## config.mk

```make
export PLATFORM = sky130hd
export DESIGN_NAME = regfile_wb
export DESIGN_NICKNAME = d
export VERILOG_FILES = /design/src/rtl/y86_regs_pkg.sv /design/src/rtl/wb_port_decode.sv /design/src/rtl/regfile_wb.sv
export SDC_FILE = /design/constraint.sdc
export NUM_CORES = 1
export LEC_CHECK = 0
export ABC_AREA = 1
export CAP_MARGIN = 20
export CORE_ASPECT_RATIO = 0.5
export CORE_UTILIZATION = 63
export DETAILED_ROUTE_END_ITERATION = 16
export MAX_ROUTING_LAYER = met4
export PLACE_DENSITY = 0.86
export SYNTH_ARGS = -nofsm -noshare
export SYNTH_HDL_FRONTEND = slang
export SYNTH_SLANG_ARGS = --single-unit
```

## constraint.sdc

```tcl
create_clock -name clk -period 2.7 [get_ports clk]
set_input_delay 0.27 -clock clk [delete_from_list [all_inputs] [get_ports clk]]
set_output_delay 0.27 -clock clk [all_outputs]
set_load 0.01 [all_outputs]
```

## src/rtl/y86_regs_pkg.sv

```systemverilog
// Shared Y86 register-file constants: register IDs and default sizing.
package y86_regs_pkg;

  localparam int DEF_DATA_W = 32;
  localparam int DEF_ADDR_W = 3;

  // Architectural register IDs at the default ID width.
  localparam logic [DEF_ADDR_W-1:0] REG_EAX = 3'd0;
  localparam logic [DEF_ADDR_W-1:0] REG_ECX = 3'd1;
  localparam logic [DEF_ADDR_W-1:0] REG_EDX = 3'd2;
  localparam logic [DEF_ADDR_W-1:0] REG_EBX = 3'd3;
  localparam logic [DEF_ADDR_W-1:0] REG_ESP = 3'd4;
  localparam logic [DEF_ADDR_W-1:0] REG_EBP = 3'd5;
  localparam logic [DEF_ADDR_W-1:0] REG_ESI = 3'd6;
  localparam logic [DEF_ADDR_W-1:0] REG_EDI = 3'd7;

  // "No register" marker. It only acts as a real "none" when NREGS leaves
  // the all-ones ID unimplemented (e.g. ADDR_W=4, NREGS=15).
  localparam logic [DEF_ADDR_W-1:0] RNONE = '1;

endpackage

```

## src/rtl/wb_port_decode.sv

```systemverilog
// One-hot decode of a write-back port; IDs at or above NREGS produce no enable.
module wb_port_decode
  import y86_regs_pkg::*;
#(
  parameter int ADDR_W = DEF_ADDR_W,
  parameter int NREGS  = 8
) (
  input  logic [ADDR_W-1:0] dst,
  input  logic              req,
  output logic [NREGS-1:0]  en
);

  // Only implemented IDs get an enable bit, so "none" IDs fall out naturally.
  always_comb begin
    en = '0;
    for (int i = 0; i < NREGS; i++) begin
      en[i] = req && (dst == ADDR_W'(i));
    end
  end

endmodule

```

## src/rtl/regfile_wb.sv

```systemverilog
// Y86 write-back register file: two write ports (E, M) with same-destination
// priority, two combinational read ports with optional write-first bypass,
// and a saturating counter of same-destination write conflicts.
module regfile_wb
  import y86_regs_pkg::*;
#(
  parameter int DATA_W = DEF_DATA_W,
  parameter int ADDR_W = DEF_ADDR_W,
  parameter int NREGS  = 8,
  parameter int PRIO_M = 1,
  parameter int BYPASS = 1,
  parameter int CNT_W  = 16
) (
  input  logic              clk,
  input  logic              rst,
  input  logic [ADDR_W-1:0] dstE,
  input  logic              reqE,
  input  logic [DATA_W-1:0] valE,
  input  logic [ADDR_W-1:0] dstM,
  input  logic              reqM,
  input  logic [DATA_W-1:0] valM,
  input  logic [ADDR_W-1:0] srcA,
  output logic [DATA_W-1:0] valA,
  input  logic [ADDR_W-1:0] srcB,
  output logic [DATA_W-1:0] valB,
  output logic              conflict,
  output logic [CNT_W-1:0]  conflict_cnt
);

  logic [NREGS-1:0]  en_e;
  logic [NREGS-1:0]  en_m;
  logic [NREGS-1:0]  win_e;
  logic [NREGS-1:0]  win_m;
  logic              conflict_now;
  logic [DATA_W-1:0] regs [NREGS];
  logic [DATA_W-1:0] nxt  [NREGS];

  wb_port_decode #(.ADDR_W(ADDR_W), .NREGS(NREGS)) u_dec_e (
    .dst (dstE),
    .req (reqE),
    .en  (en_e)
  );

  wb_port_decode #(.ADDR_W(ADDR_W), .NREGS(NREGS)) u_dec_m (
    .dst (dstM),
    .req (reqM),
    .en  (en_m)
  );

  // Resolve per-register winners and the value each register will hold next.
  always_comb begin
    conflict_now = |(en_e & en_m);
    if (PRIO_M != 0) begin
      win_m = en_m;
      win_e = en_e & ~en_m;
    end else begin
      win_e = en_e;
      win_m = en_m & ~en_e;
    end
    for (int i = 0; i < NREGS; i++) begin
      nxt[i] = regs[i];
      if (win_m[i]) nxt[i] = valM;
      else if (win_e[i]) nxt[i] = valE;
    end
  end

  // Register storage; writes presented during reset are dropped.
  always_ff @(posedge clk) begin
    for (int i = 0; i < NREGS; i++) begin
      if (rst) regs[i] <= '0;
      else     regs[i] <= nxt[i];
    end
  end

  // Conflict pulse and saturating conflict counter.
  always_ff @(posedge clk) begin
    if (rst) begin
      conflict     <= 1'b0;
      conflict_cnt <= '0;
    end else if (conflict_now) begin
      conflict <= 1'b1;
      if (conflict_cnt != '1) conflict_cnt <= conflict_cnt + 1'b1;
    end else begin
      conflict <= 1'b0;
    end
  end

  // Read ports: unimplemented IDs read 0; bypass shows the value about to commit.
  always_comb begin
    valA = '0;
    valB = '0;
    for (int i = 0; i < NREGS; i++) begin
      if (srcA == ADDR_W'(i)) valA = (BYPASS != 0) ? nxt[i] : regs[i];
      if (srcB == ADDR_W'(i)) valB = (BYPASS != 0) ? nxt[i] : regs[i];
    end
  end

endmodule
```

==> summary.md, run 1 <==
| Metric | Value |
|---|---|
| # hold bufs at CTS | `0` |
| CTS buffer count | `25` |
| Synth cell types | `33` |
| Vias in the first global route | `32.0k` |
| Post-Synth Adder-Cell Area | `0.0709%` |
| Initial Util | `65.5%` |
| CTS max path bufs | `3` |
| CTS sink count | `273` |
| Post-synth net total | `3119` |
| Die height | `120 um` |
| Die Wd | `239 um` |
| Dpl hpwl | `66100 um` |
| Mux cell area share after synthesis | `0%` |
| CTS H-Tree Depth | `1` |
| Xor-xnor portion of the synthesized cell area | `0.694%` |
| Failed at | `5_1_grt` |
| Status | `aborted with a tool error` |
| Yosys Warn Count | `0` |
| Tool Error | `[ERROR GRT-0116] Global routing finished with congestion. Check the congestion regions in the DRC Viewer.` |
| Largest family of logic cells by synthesized area | `simple AND/OR/NAND/NOR gates` |
| FP Rows | `42` |
| Synth Area in Simple Gates | `43.2%` |
| Sequential area share after synthesis | `slightly above 30%` |
| RD Place Congestion | `1.28` |
| Avg Inst Size Synth | `5.81 um^2` |
| Synth Instances | `3038` |
| #FFs+latches synth | `273` |
| Largest net degree at the start of global routing | `82` |
| # IOs | `161` |
| All-layer global routing usage | `about nine tenths` |
| Port bufs | `160` |
| First-pass GRT wire length | `194000 um` |
| Root buffer cell | `clkbuf_16` |
| Mapped Area | `between 15000 and 20000 um^2` |
| Synth Area in Compound Gates | `a little over an eighth` |
| Gr ovfl total | `276` |
==> Yosys cell counts <==
library cell,count,area share [%]
nand2_1,1017,22
nand3_1,429,12
nor2_1,291,6.2
dfxtp_1,273,31
inv_1,272,5.8
a21oi_1,174,4.9
clkbuf_1,122,2.6
o21ai_0,102,2.9
o211ai_1,101,4.3
o21ai_1,47,1.3
buf_2,45,1.3
nand4_1,40,1.4
clkinv_1,19,0.40
nor3_1,15,0.43
inv_2,14,0.30
buf_6,11,0.70
xor2_1,11,0.55
or2_0,10,0.35
buf_1,9,0.19
nor2_2,6,0.21
nand2_2,4,0.14
nor3_2,4,0.23
o22ai_1,4,0.14
and2_1,3,0.11
nor2_4,3,0.19
xnor2_1,3,0.15
buf_4,2,0.085
nand2_4,2,0.13
and3_1,1,0.035
ha_1,1,0.071
nor4_1,1,0.035
o211ai_2,1,0.071
o21a_1,1,0.043
==> logic make-up after synthesis <==
logic type,after synthesis
XOR/XNOR,14
buffers and inverters,494
AND/OR/NAND/NOR,1826
adder cells (fa/ha/maj),1
flip-flops,273
AO/OA/AOI/OAI,430
==> through the flow <==
stage / worst slack [ns] / std cells / util (%) / cell area [um^2]
global placement: -0.596 / 3927 / 88.5 / 23800
floorplan: 0.947 / 3038 / - / 17700
detailed placement: -0.662 / 3927 / 88.5 / 23800
CTS: -0.0663 / 3989 / 94.3 / 25400
==> what timing repair did <==
item	in CTS
gates cloned	5
setup buffers	17
endpoints found under the setup margin	64
pin swaps	56
gates resized for setup	386
==> metal layers <==
| metal | global-route usage [%] | overflow |
|---|---|---|
| met1 | 91.6 | 52 |
| met2 | 98.9 | 101 |
| met3 | 85.5 | 51 |
| met4 | 85.7 | 72 |
| met5 | - | - |
==> run 2, diff against run 1 <==
- CORE_ASPECT_RATIO: 0.5 -> not set
- CORE_UTILIZATION: 63 -> 40
- MAX_ROUTING_LAYER: met4 -> not set
- PLACE_DENSITY: 0.86 -> not set
- PLACE_DENSITY_LB_ADDON: not set -> 0.15
==> run 2 against run 1 <==
Against the previous run: the flow now finishes without violations; synthesized cell count is the same; area after synthesis stayed put.
==> summary.md, run 2 <==
| Metric | Value |
|---|---|
| # hold bufs at CTS | `0` |
| Layout Nets | `~3.7k` |
| Share of cells above drive strength 1 | `a little over a fifth` |
| Synth cell types | `33` |
| Initial antenna violation count | `3` |
| All-layer global routing usage | `39.2%` |
| Buffers plus inverters on the worst setup path | `5` |
| Worst-Margin Slew | `0.587 ns` |
| Yosys Warn Count | `0` |
| Reg2Reg Depth | `8` |
| Die Wd | `212 um` |
| WL per Instance | `21.2 um` |
| Reg clk slew, reported paths | `0.05 ns` |
| FP Rows | `76` |
| Dpl hpwl | `about 65000 um` |
| Crit path launch type | `primary input` |
| Overall power | `approximately 12 mW` |
| Root buffer cell | `clkbuf_16` |
| Mapped Area | `around 18000 um^2` |
| CTS buffer count | `36` |
| CTS H-Tree Depth | `2` |
| Worst skew pair latency | `around 0.57 ns` |
| CTS max path bufs | `3` |
| First-pass GRT wire length | `approximately 130000 um` |
| Min-delay worst type | `in2reg` |
| Layout Cells excl Fill | `4234` |
| Hold path startpoint | `rst` |
| Slew Limit Fails | `0` |
| Critical R2R Launch | `conflict_cnt[0]` |
| RSZ-0062 raised after global routing | `true` |
| FMAX | `372 MHz` |
| Via count | `around 23k` |
| Tmin final | `2.69 ns` |
| Reg2reg setup slack | `0.62 ns` |
| Gr ovfl total | `0` |
| Commonest cells after routing, fill and taps aside | `nand2_1 (998), buf_4 (487), nand3_1 (407)` |
| Largest register FFs | `roughly 260` |
| Sequential area share after synthesis | `between 30 and 40%` |
| CP Cell Sequence | `clkdlybuf4s15_1 -> inv_1 -> nor2_2 -> buf_4 -> nand2_2 -> buf_12 -> o21ai_0 -> or2_0 -> nand4_1 -> dlygate4sd2_1` |
| DR vias/cell | `5.54` |
| Post-synth net total | `3119` |
| Crit Path Category | `in2out` |
| Peak supply drop | `0.421 mV` |
| Largest registers | `regs (256), conflict_cnt (16), conflict (1)` |
| Die ar. | `45000 um^2` |
| Final-report setup violation count | `0` |
| Most numerous cell in the Yosys netlist | `nand2_1` |
| TritonCTS clock tree | `done` |
| Detailed Route WL | `roughly 90000 um` |
| Reg2reg end | `conflict_cnt[0]` |
| Final ANT Viol Nets | `0` |
| Worst-path fanout max | `14` |
| Pre-CTS setup slack | `-0.464 ns` |
| Leak | `12.0 nW` |
| Worst rel slew slack | `about three fifths` |
| Number of hold violations in the final report | `0` |
| Top cells by count, synth | `nand2_1 (1017), nand3_1 (429), nor2_1 (291)` |
| Initial Util | `40.8%` |
| Area grow syn2layout | `47.3%` |
| DRC Markers | `0` |
| Iteration-0 DRC Markers | `roughly 3.4k` |
| Die height | `212 um` |
| Top-area cell type share of the netlist area | `31.0%` |
| TNS Setup | `0 ns` |
| Min-Delay Path Depth | `2` |
| Synth area leaders | `dfxtp_1 (31%), nand2_1 (22%), nand3_1 (12%)` |
| Synth area leader | `dfxtp_1` |
| RD Place Congestion | `0.997` |
| Largest net degree at the start of global routing | `70` |
| Number of synthesized flops with an enable pin | `0` |
| CP delay by family, top | `buffers and inverters` |
| Slowest-stage cell, CP | `o21ai_0` |
| Synth async-reset ratio | `0%` |
| CTS sink count | `~270` |
| #FFs+latches synth | `273` |
| Hold endpoint | `regs[0][17]` |
| Tcrit/Tclk final | `99.6%` |
| Register bank with the most flops | `regs` |
| Dominant synthesized flop cell | `dfxtp_1` |
| Clock skew | `0.00243 ns` |
| Commonest non-fill, non-tap cell in the layout | `nand2_1` |
| Core area | `43300 um^2` |
| # IOs | `about 160` |
| Avg Inst Size Synth | `5.81 um^2` |
| Status | `finished clean` |
| Drt first pass iters | `6` |
| Cells after DPL | `4148` |
| Crit. End Element | `primary output` |
| Vias in the first global route | `roughly 21k` |
| WHS | `0.184 ns` |
| Synth Instances | `3038` |
| Worst setup margin | `~0.01 ns` |
| CP max stage delay | `0.48 ns` |
| Port bufs | `160` |
| Max Cap Violations | `0` |
| Power Density | `465 nW/um^2` |
| Worst Path Required | `approximately 2.4 ns` |
| Critical Path AT | `approximately 2.4 ns` |
[run 2: cell counts after synthesis]
No cell type changed its count.
[run 2: per-layer routing]
layer / GRT usage [%] / vias to the layer above / routed length (um)
met2: 55.2 / 1547 / 35400
met4: 12.0 / 0 / 2840
li1: - / 10981 / -
met5: 0 / - / 0
met1: 55.5 / 10727 / 37700
met3: 13.1 / 201 / 13800
[run 2: layout make-up]
class | count | area (um^2)
fill | 4243 | 17300
clock inverter | 11 | 90.1
antenna | 1 | 2.50
inverter | 305 | 1150
sequential | 273 | 5470
multi-input combinational | 2271 | 10600
timing repair buffer | 738 | 6920
clock buffer | 50 | 1070
tap | 585 | 732
[run 2: how the worst max path moves through the flow]
stage	start	end	slack, ns	depth (start not counted)
floorplan	reqM	valA[18]	0.95	12
global placement	reqM	valA[30]	-0.49	16
detailed placement	reqM	valA[1]	-0.46	14
CTS	dstE[1]	valA[5]	-0.01	17
global route	dstM[0]	valB[4]	-0.08	11
finish	dstM[0]	valB[10]	0.01	10
[run 2: report_power, final]
group / switching, mW / internal [mW] / leakage (nW) / total [mW]
Combinational: 1.76 / 1.18 / 9.24 / 2.94
Clock: 2.01 / 2.86 / 0.582 / 4.87
Sequential: 0.0505 / 4.22 / 2.22 / 4.27
[run 2: per-stage QoR]
step | util, % | instance area (um^2)
2_1_floorplan | - | 17700
3_5_place_dp | 56.1 | 24300
3_3_place_gp | 56.1 | 24300
4_1_cts | 59.9 | 25900
5_1_grt | 60.1 | 26000
6_report | 60.1 | 26000
[run 2: worst reg2reg max path: cells and delay by family, from the launching register on]
family	cells	cell delay (ns)
and+or+nand+nor	5	0.90
adders and majority gates	1	0.28
buffers and inverters	2	0.34
DFF	1	0.47
[run 2: repair_timing]
action,in CTS,in global routing
setup buffers,16,4
endpoints found under the setup margin,64,49
gates cloned,2,2
resized for setup,268,45
pin swaps,41,17
[run 2: kinds of logic (layout without fill, tap and decap cells)]
logic type | Yosys count | in the layout | share of synthesized area [%]
and+or+nand+nor | 1826 | 1826 | 43.2
buffers and inverters | 494 | 1104 | 11.3
AOI/OAI and AO/OA | 430 | 430 | 13.7
DFF | 273 | 273 | 31.0
xor gates and xnor gates | 14 | 14 | 0.695
adders and majority gates | 1 | 1 | 0.0709
other | 0 | 1 | 0
(Power assumes the default switching activity.)
